<file path="src/rtl/fetch_ctrl.sv">
// Fetch/decode sequencer: drives memory reads, IR load and PC increment, hands decoded
// instructions to the execution unit, and tracks HALT, fetch timeouts and retirements.
module fetch_ctrl #(
  parameter int               OPC_W    = 4,
  parameter logic [OPC_W-1:0] HALT_OPC = 4'hF,
  parameter int               TIMEOUT  = 15,
  parameter int               CNT_W    = 16
) (
  input  logic             clk,
  input  logic             rst,
  input  logic             run,
  input  logic             mem_ack,
  input  logic [OPC_W-1:0] opcode,
  input  logic             exec_done,
  output logic             mem_rd,
  output logic             ir_ld,
  output logic             pc_inc,
  output logic             exec_start,
  output logic             halted,
  output logic             fault,
  output logic [2:0]       state,
  output logic [CNT_W-1:0] instr_cnt
);

  localparam int TMR_W = $clog2(TIMEOUT + 1);

  typedef enum logic [2:0] {
    S_IDLE   = 3'd0,
    S_FETCH  = 3'd1,
    S_LOAD   = 3'd2,
    S_DECODE = 3'd3,
    S_EXEC   = 3'd4,
    S_HALT   = 3'd5,
    S_FAULT  = 3'd6
  } state_t;

  state_t           state_q;
  logic [TMR_W-1:0] timer;

  // Handshakes: mem_rd is held for the whole FETCH state and a read completes on the
  // first cycle mem_ack is seen there; exec_start is a one-cycle pulse and the EU
  // answers with a one-cycle exec_done, accepted only while in EXEC.
  always_ff @(posedge clk or posedge rst) begin
    if (rst) begin
      state_q   <= S_IDLE;
      timer     <= '0;
      instr_cnt <= '0;
    end else begin
      if (state_q != S_FETCH) timer <= '0;
      case (state_q)
        S_IDLE: begin
          if (run) state_q <= S_FETCH;
        end
        S_FETCH: begin
          if (mem_ack)                       state_q <= S_LOAD;
          else if (timer == TMR_W'(TIMEOUT)) state_q <= S_FAULT;
          else                               timer   <= timer + 1'b1;
        end
        S_LOAD: begin
          state_q <= S_DECODE;
        end
        S_DECODE: begin
          if (opcode == HALT_OPC) begin
            state_q   <= S_HALT;
            instr_cnt <= instr_cnt + 1'b1;
          end else begin
            state_q <= S_EXEC;
          end
        end
        S_EXEC: begin
          if (exec_done) begin
            instr_cnt <= instr_cnt + 1'b1;
            state_q   <= run ? S_FETCH : S_IDLE;
          end
        end
        S_HALT:  state_q <= S_HALT;
        S_FAULT: state_q <= S_FAULT;
        default: state_q <= S_IDLE;
      endcase
    end
  end

  // Moore decode straight off the state register so reset clears them asynchronously.
  assign mem_rd     = (state_q == S_FETCH);
  assign ir_ld      = (state_q == S_LOAD);
  assign pc_inc     = (state_q == S_LOAD);
  assign exec_start = (state_q == S_DECODE) && (opcode != HALT_OPC);
  assign halted     = (state_q == S_HALT);
  assign fault      = (state_q == S_FAULT);
  assign state      = state_q;

endmodule

</file>
<file path="config.mk">
export PLATFORM = sky130hd
export DESIGN_NAME = fetch_ctrl
export DESIGN_NICKNAME = d
export VERILOG_FILES = /design/src/rtl/fetch_ctrl.sv
export SDC_FILE = /design/constraint.sdc
export NUM_CORES = 1
export LEC_CHECK = 0
export BUFFER_PORTS_ARGS = -buffer_cell sky130_fd_sc_hd__clkbuf_2
export CORE_MARGIN = 3
export CORE_UTILIZATION = 55
export CTS_CLUSTER_SIZE = 14
export DETAILED_ROUTE_END_ITERATION = 6
export PLACE_DENSITY = 0.94
export SLEW_MARGIN = 40
export SYNTH_ARGS = -nofsm -noshare
export SYNTH_HDL_FRONTEND = slang
export SYNTH_SLANG_ARGS = --single-unit
export TNS_END_PERCENT = 5
</file>
<file path="constraint.sdc">
create_clock -name clk -period 5.6 [get_ports clk]
set_clock_uncertainty 0.15 [all_clocks]
set_input_delay 0.56 -clock clk [delete_from_list [all_inputs] [get_ports clk]]
set_output_delay 0.56 -clock clk [all_outputs]
set_load 0.01 [all_outputs]
</file>
* Yosys cells after proc, flatten, opt, wreduce, memory -nomap -nowiden
Index checks and enable logic that the tools add are counted.
** Storage, ports and cells
- Register bits after elaboration :: 23
- Memories :: 0
- Input port bits :: 9
- Word-level logic and storage cells :: 38
- Latch bits :: 0
- RAM bits :: 0
- Bits in read-only memories :: 0
- Output and inout bits :: 25
** Operators by class
- Reductions and logical operators :: 5
- Mux-type cells :: 14
- Shift-type cells :: 0
- Add/sub/neg operators :: 2
- Bitwise gates (word level) :: 0
- Order comparisons :: 0
- Divide/modulo/power cells :: 0
- Eq/ne operators :: 14
- $mul :: 0
** Operator list (count)
- 16-bit two-way mux :: 2
- 16-bit one-hot mux with 2 select lines :: 1
- 3-bit one-hot mux with 7 select lines :: 1
- 16-bit by 1-bit adder with 16-bit output, second input constant :: 1
- 4-bit two-way mux :: 4
- 3-bit two-way mux :: 4
- 3-bit == test, second input constant :: 3
- 4-bit == test, second input constant :: 2
- 3-bit by 2-bit == test with 1-bit output, second input constant :: 2
- 2-bit inequality test, second input constant :: 3
- 3-bit AND reduction :: 2
- 4-bit by 1-bit adder with 4-bit output, second input constant :: 1
- 4-bit inequality test, second input constant :: 1
- 3-bit by 1-bit == test with 1-bit output, second input constant :: 1
- 3-bit zero test :: 1
- 3-bit by 1-bit inequality test with 1-bit output, second input constant :: 1
- 3-bit by 2-bit inequality test with 1-bit output, second input constant :: 1
- 1-bit two-way mux :: 2
- 2-bit nonzero test :: 1
- 1-bit logical AND :: 1

* Depth between registers and ports, before layout
Gate-level depths: netlist of the first run.
- Depth after elaboration :: 5
- Depth in mapped cells :: 6
- Mapped depth without buffers :: 5

* Least setup slack after synthesis of the first run
No wires, ideal clock.
- Path kind :: register to output
- From :: reg state_q[0] (netlist: state[0])
- To :: out pc_inc
- Setup slack :: 3718 ps
- Buffers on the path :: 2
- Required time :: 4890 ps
- Arrival :: 1172 ps
- Stages on the path, launching flop included :: 5
- Cells stage by stage :: dfrtp_1 buf_2 or2b_1 nor2_1 buf_4
** On the way
- Word-level cells in the longest chain between the ends :: 1
** RTL lines
- start: declaration :: RTL line 37 : state_t state_q;
- start signal: assignment :: RTL line 73 : state_q <= run ? S_FETCH : S_IDLE;
- 3-bit by 2-bit == test with 1-bit output
- end: declaration :: RTL line 17 : output logic pc_inc,
Every way passes these cells.

* Final worst setup path of the first run
- From :: reg state_q[2] (netlist: state[2])
- To :: out mem_rd
** On the way
- Word-level cells in the longest chain between the ends :: 1
** RTL lines
- 3-bit by 1-bit == test with 1-bit output :: RTL line 84 : assign mem_rd = (state_q == S_FETCH);
- end: declaration :: RTL line 15 : output logic mem_rd,
Every way passes these cells.

==> impl_metrics.env, run 1 <==
export IMPL_regArea_um2=576
export IMPL_worstSetupPathType="register to output pin"
export IMPL_grt_pass1_wl_um=4060
export IMPL_antenna_found_initial=0
export IMPL_cap_violations=0
export IMPL_dr_pass1_iters=4
export IMPL_postCtsHoldBufs=0
export IMPL_grt_ovfl_total=0
export IMPL_min_path_type="input pin to async pin"
export IMPL_cts_setup_buffers=0
export IMPL_synth_flop_cell="dfrtp_1"
export IMPL_synth_fp_nets=119
export IMPL_rr_worst_depth=4
export IMPL_core_area_um2=2060
export IMPL_numCtsBuffers=3
export IMPL_dpl_cell_area_um2=1400
export IMPL_portBuffers=33
export IMPL_crit_required_ns=4.89
export IMPL_crit_fanout=9
export IMPL_dp_hpwl_um=1770
export IMPL_p_per_area_nw_per_um2=375
export IMPL_power_leakage_nw=0.740
export IMPL_postSynthAreaPerCell_um2=11.6
export IMPL_dp_cells=162
export IMPL_cts_resized=0
export IMPL_ys_warn_count=0
export IMPL_cts_root_buf="clkbuf_4"
export IMPL_multi_input_area_um2=603
export IMPL_grt_max_degree=24
export IMPL_hold_violations=0
export IMPL_drc=0
export IMPL_rows=16
export IMPL_synth_edff_count=0
export IMPL_synth_top_area_cell="dfrtp_1"
export IMPL_fin_cells=166
export IMPL_ctsHtreeMaxLevel=1
export IMPL_synthArstFlopShare_pct=100
export IMPL_die_w_um=53.8
export IMPL_period_share_pct=38.5
export IMPL_rr_startpoint="instr_cnt[3]"
export IMPL_maxSlewHeadroom_pct=62.6
export IMPL_initial_core_util_pct=60.9
export IMPL_cts_clk_slew_worst_paths_ns=0.13
export IMPL_netlist_area_leader_share_pct=45.9
export IMPL_timing_critical_path_from="state[2]"
export IMPL_routedWlPerCell_um=14.2
export IMPL_timing_rr_end="instr_cnt[11]"
export IMPL_design_area_um2=1430
export IMPL_clock_sinks=23
export IMPL_num_vias=906
export IMPL_power_w=0.000535
export IMPL_reg2reg_slack_ns=3.65
export IMPL_dieArea_um2=2890
export IMPL_vias_per_cell=5.46
export IMPL_ys_seq_area_share_pct=45.9
export IMPL_slew_violations=0
export IMPL_areaGrowthSynthToFinish_pct=13.8
export IMPL_min_period_ns=2.16
export IMPL_clockBufferDepth=2
export IMPL_end_kind="output pin"
export IMPL_fin_nets=151
export IMPL_layout_common_cells="clkbuf_2 (33), dfrtp_1 (23), xor2_1 (13)"
export IMPL_syn_inst=108
export IMPL_status="complete, no violations"
export IMPL_drt_iter0_markers=12
export IMPL_n_fill_cell=164
export IMPL_tritoncts="built"
export IMPL_wl_um=2360
export IMPL_grt_setup_unrepaired="false"
export IMPL_final_common_cell="clkbuf_2"
export IMPL_startpoint_type="register"
export IMPL_place_gp_congestion=0.751
export IMPL_n_antenna_cell=0
export IMPL_die_h_um=53.8
export IMPL_syn_cell_area_um2=1250
export IMPL_drive_gt1_share_pct=36.0
export IMPL_ant_nets=0
export IMPL_fmax_mhz=463
export IMPL_worstPathArrival_ns=1.45
export IMPL_yosys_register_bits=23
export IMPL_grt_pass1_vias=939
export IMPL_yosys_top_cells_area="dfrtp_1 (46%), xor2_1 (9.1%), nor4_4 (5.1%)"
export IMPL_ys_types=37
export IMPL_setup_viol=0
export IMPL_worst_hold_slack_ns=0.0799
export IMPL_clk_latency_ns=0.31
export IMPL_tightest_slew_ns=0.558
export IMPL_ios=34
export IMPL_ir_drop_mv=0.298
export IMPL_grt_usage_pct=19.4
export IMPL_fin_tns_setup_ns=0
[kinds of logic (layout without fill, tap and decap cells)]
kind of cell	after synthesis	count (layout)	synth area share, %
flops	23	23	45.9
buf+inv	12	43	6.08
fa+ha+maj	2	2	1.99
mux	2	2	1.69
compound gates	9	9	6.08
xor+xnor	17	17	11.9
simple gates	43	43	26.4
[final cells by class]
type / instances / area share, %
inverter: 6 / 1.58
multi-input combinational: 73 / 42.2
clock inverter: 1 / 0.351
timing repair buffer: 33 / 11.6
sequential: 23 / 40.3
tap: 27 / 2.37
clock buffer: 3 / 1.58
[metrics by stage]
stage / util (%) / setup WS [ns]
floorplan: - / 3.72
global placement: 67.9 / 3.67
detailed placement: 67.9 / 3.61
CTS: 69.2 / 3.44
global route: 69.2 / 3.30
finish: 69.2 / 3.44
[how the worst max path moves through the flow]
stage,endpoint,cells after the start
final,mem_rd,4
after global placement,instr_cnt[6],5
after global routing,mem_rd,4
after floorplan,pc_inc,4
after detailed placement,instr_cnt[6],5
after CTS,mem_rd,4
[critical path, cell delays in order, from the launching register on]
cell and delay [ns]:
dfrtp_1 0.49, inv_1 0.17, nand3b_1 0.24, inv_1 0.11, clkbuf_2 0.13
[routing by layer]
layer	global-route usage (%)	part of all wire (%)	vias up
met5	0	0	-
met4	6.38	0.80	0
met3	4.16	5.2	4
met2	35.7	54	34
met1	22.0	40	432
li1	-	-	436
[state kept, by name, summed over array words and instances, names as in the netlist]
signal,count
instr_cnt,16
timer,4
state,3
[power breakdown]
part,internal (W),leakage [nW],switching [W]
Sequential,0.000201,0.290,0.0000555
Combinational,0.0000898,0.433,0.000116
Clock,0.0000266,0.0177,0.0000463
[cells in the mapped netlist (2+ instances only)]
cell type	instances
ha_1	2
xor2_1	13
dfrtp_1	23
nor4b_1	2
a21oi_1	3
inv_1	6
nor2_1	9
xnor2_1	4
nand4_1	3
nand3_1	3
nor4_4	3
nor3_1	5
nand3b_1	2
buf_4	3
nand2_1	5
Power figures use the tool's default switching activity.
==> inputs of run 2 (changes only) <==
--- a/config.mk
+++ b/config.mk
@@ -7,10 +7,10 @@
 export LEC_CHECK = 0
 export BUFFER_PORTS_ARGS = -buffer_cell sky130_fd_sc_hd__clkbuf_2
 export CORE_MARGIN = 3
-export CORE_UTILIZATION = 55
+export CORE_UTILIZATION = 51
 export CTS_CLUSTER_SIZE = 14
 export DETAILED_ROUTE_END_ITERATION = 6
-export PLACE_DENSITY = 0.94
+export PLACE_DENSITY = 0.89
 export SLEW_MARGIN = 40
 export SYNTH_ARGS = -nofsm -noshare
 export SYNTH_HDL_FRONTEND = slang
==> constraint.sdc (replaced) <==
create_clock -name clk -period 2.1 [get_ports clk]
set_clock_uncertainty 0.15 [all_clocks]
set_input_delay 0.21 -clock clk [delete_from_list [all_inputs] [get_ports clk]]
set_output_delay 0.21 -clock clk [all_outputs]
set_load 0.01 [all_outputs]
==> impl_metrics.env, run 2 (same netlist as run 1, synthesis figures left out) <==
export IMPL_status="complete, no violations"
export IMPL_worstSetupPathType="register to register"
export IMPL_power_w=0.00144
export IMPL_core_area_um2=2280
export IMPL_antenna_found_initial=0
export IMPL_dp_hpwl_um=1840
export IMPL_crit_required_ns=2.19
export IMPL_grt_ovfl_total=0
export IMPL_clock_sinks=23
export IMPL_portBuffers=33
export IMPL_clockBufferDepth=2
export IMPL_tritoncts="built"
export IMPL_hold_violations=0
export IMPL_ant_nets=0
export IMPL_die_h_um=55.6
export IMPL_dieArea_um2=3090
export IMPL_dr_pass1_iters=4
export IMPL_min_period_ns=1.93
export IMPL_cts_setup_buffers=0
export IMPL_num_vias=932
export IMPL_die_w_um=55.6
export IMPL_grt_setup_unrepaired="false"
export IMPL_cts_root_buf="clkbuf_4"
export IMPL_final_common_cell="clkbuf_2"
export IMPL_setup_viol=0
export IMPL_p_per_area_nw_per_um2=993
export IMPL_clk_latency_ns=0.31
export IMPL_fin_cells=169
export IMPL_drt_iter0_markers=17
export IMPL_crit_fanout=16
export IMPL_period_share_pct=92.1
export IMPL_top_register="instr_cnt"
export IMPL_n_antenna_cell=0
export IMPL_drive_gt1_share_pct=35.5
export IMPL_drc=0
export IMPL_min_path_type="input pin to register"
export IMPL_ios=34
export IMPL_worstPathArrival_ns=2.03
export IMPL_place_gp_congestion=0.740
export IMPL_grt_pass1_vias=902
export IMPL_grt_usage_pct=16.1
export IMPL_layout_common_cells="clkbuf_2 (33), dfrtp_1 (22), xor2_1 (13)"
export IMPL_numCtsBuffers=3
export IMPL_fin_nets=153
export IMPL_ctsHtreeMaxLevel=1
export IMPL_ir_drop_mv=0.581
export IMPL_end_kind="register"
export IMPL_cts_clk_slew_worst_paths_ns=0.12
export IMPL_routedWlPerCell_um=14.2
export IMPL_areaGrowthSynthToFinish_pct=15.3
export IMPL_slew_violations=0
export IMPL_tightest_slew_ns=0.579
export IMPL_rows=17
export IMPL_wl_um=2400
export IMPL_fin_tns_setup_ns=0
export IMPL_largest_register_ffs=16
export IMPL_dp_cells=164
export IMPL_grt_pass1_wl_um=3950
export IMPL_power_leakage_nw=0.746
export IMPL_initial_core_util_pct=55.1
export IMPL_startpoint_type="register"
export IMPL_maxSlewHeadroom_pct=61.2
export IMPL_fmax_mhz=517
export IMPL_grt_max_degree=24
export IMPL_cap_violations=0
export IMPL_vias_per_cell=5.51
==> run 2: cell types whose count changed in the layout (fill, tap and decap cells not counted), sizes merged <==
cell	delta
buf	+1
clkbuf	+1
dlygate4sd3	+1
clkinv	-1
==> run 2: per-stage QoR <==
stage | cell area, µm² | utilization, % | worst slack (ns) | hold slack, ns
after floorplan | 1250 | - | 0.266 | 0.0619
after global placement | 1410 | 61.9 | 0.223 | 0.0868
after detailed placement | 1410 | 61.9 | 0.169 | 0.113
after CTS | 1450 | 63.5 | 0.141 | 0.148
after global routing | 1450 | 63.6 | 0.0233 | 0.159
final | 1450 | 63.6 | 0.166 | 0.149
==> run 2: repair_timing <==
item | 4_1_cts | 5_1_grt
endpoints found under the setup margin | 0 | 1
resized for setup | 0 | 1
hold buffers | 1 | 0
hold endpoints to repair | 23 | 0
==> run 2: worst max-delay path: stages (launching register included) <==
cell and delay, ns:
dfrtp_1 0.50, nand2b_4 0.19, o32a_4 0.43, nor4b_1 0.42, xor2_1 0.17
==> run 2: layout make-up <==
type | count | area (µm²)
inverter | 6 | 22.5
multi-input combinational | 73 | 603
sequential | 23 | 577
tap | 28 | 35.0
fill | 189 | 830
timing repair buffer | 35 | 183
clock buffer | 4 | 26.3
==> run 2: report_power, final <==
| part | leakage (nW) | switching, W | internal [W] |
|---|---|---|---|
| sequential | 0.289 | 0.000150 | 0.000538 |
| combinational | 0.443 | 0.000305 | 0.000240 |
| clock | 0.0150 | 0.000128 | 0.0000741 |
| total | 0.746 | 0.000583 | 0.000853 |
==> run 2: final timing paths <==
check | startpoint | endpoint | slack [ns] | cells after the start
worst max register to register | state[1] | instr_cnt[8] | 0.17 | 4
worst min-delay path | mem_ack | timer[2] | 0.15 | 4
worst max-delay path | state[1] | instr_cnt[8] | 0.17 | 4
max in group asynchronous | rst | state[2] | 1.25 | 4
worst min register to register | instr_cnt[15] | instr_cnt[15] | 0.33 | 1
min in group asynchronous | rst | state[1] | 0.31 | 4
==> run 2: layer usage <==
layer,vias up,global-route usage [%],routed length [µm]
met5,-,0,0
met4,0,6.25,45
met3,6,3.25,137
met2,41,27.5,1200
met1,444,19.7,1010
li1,441,-,-
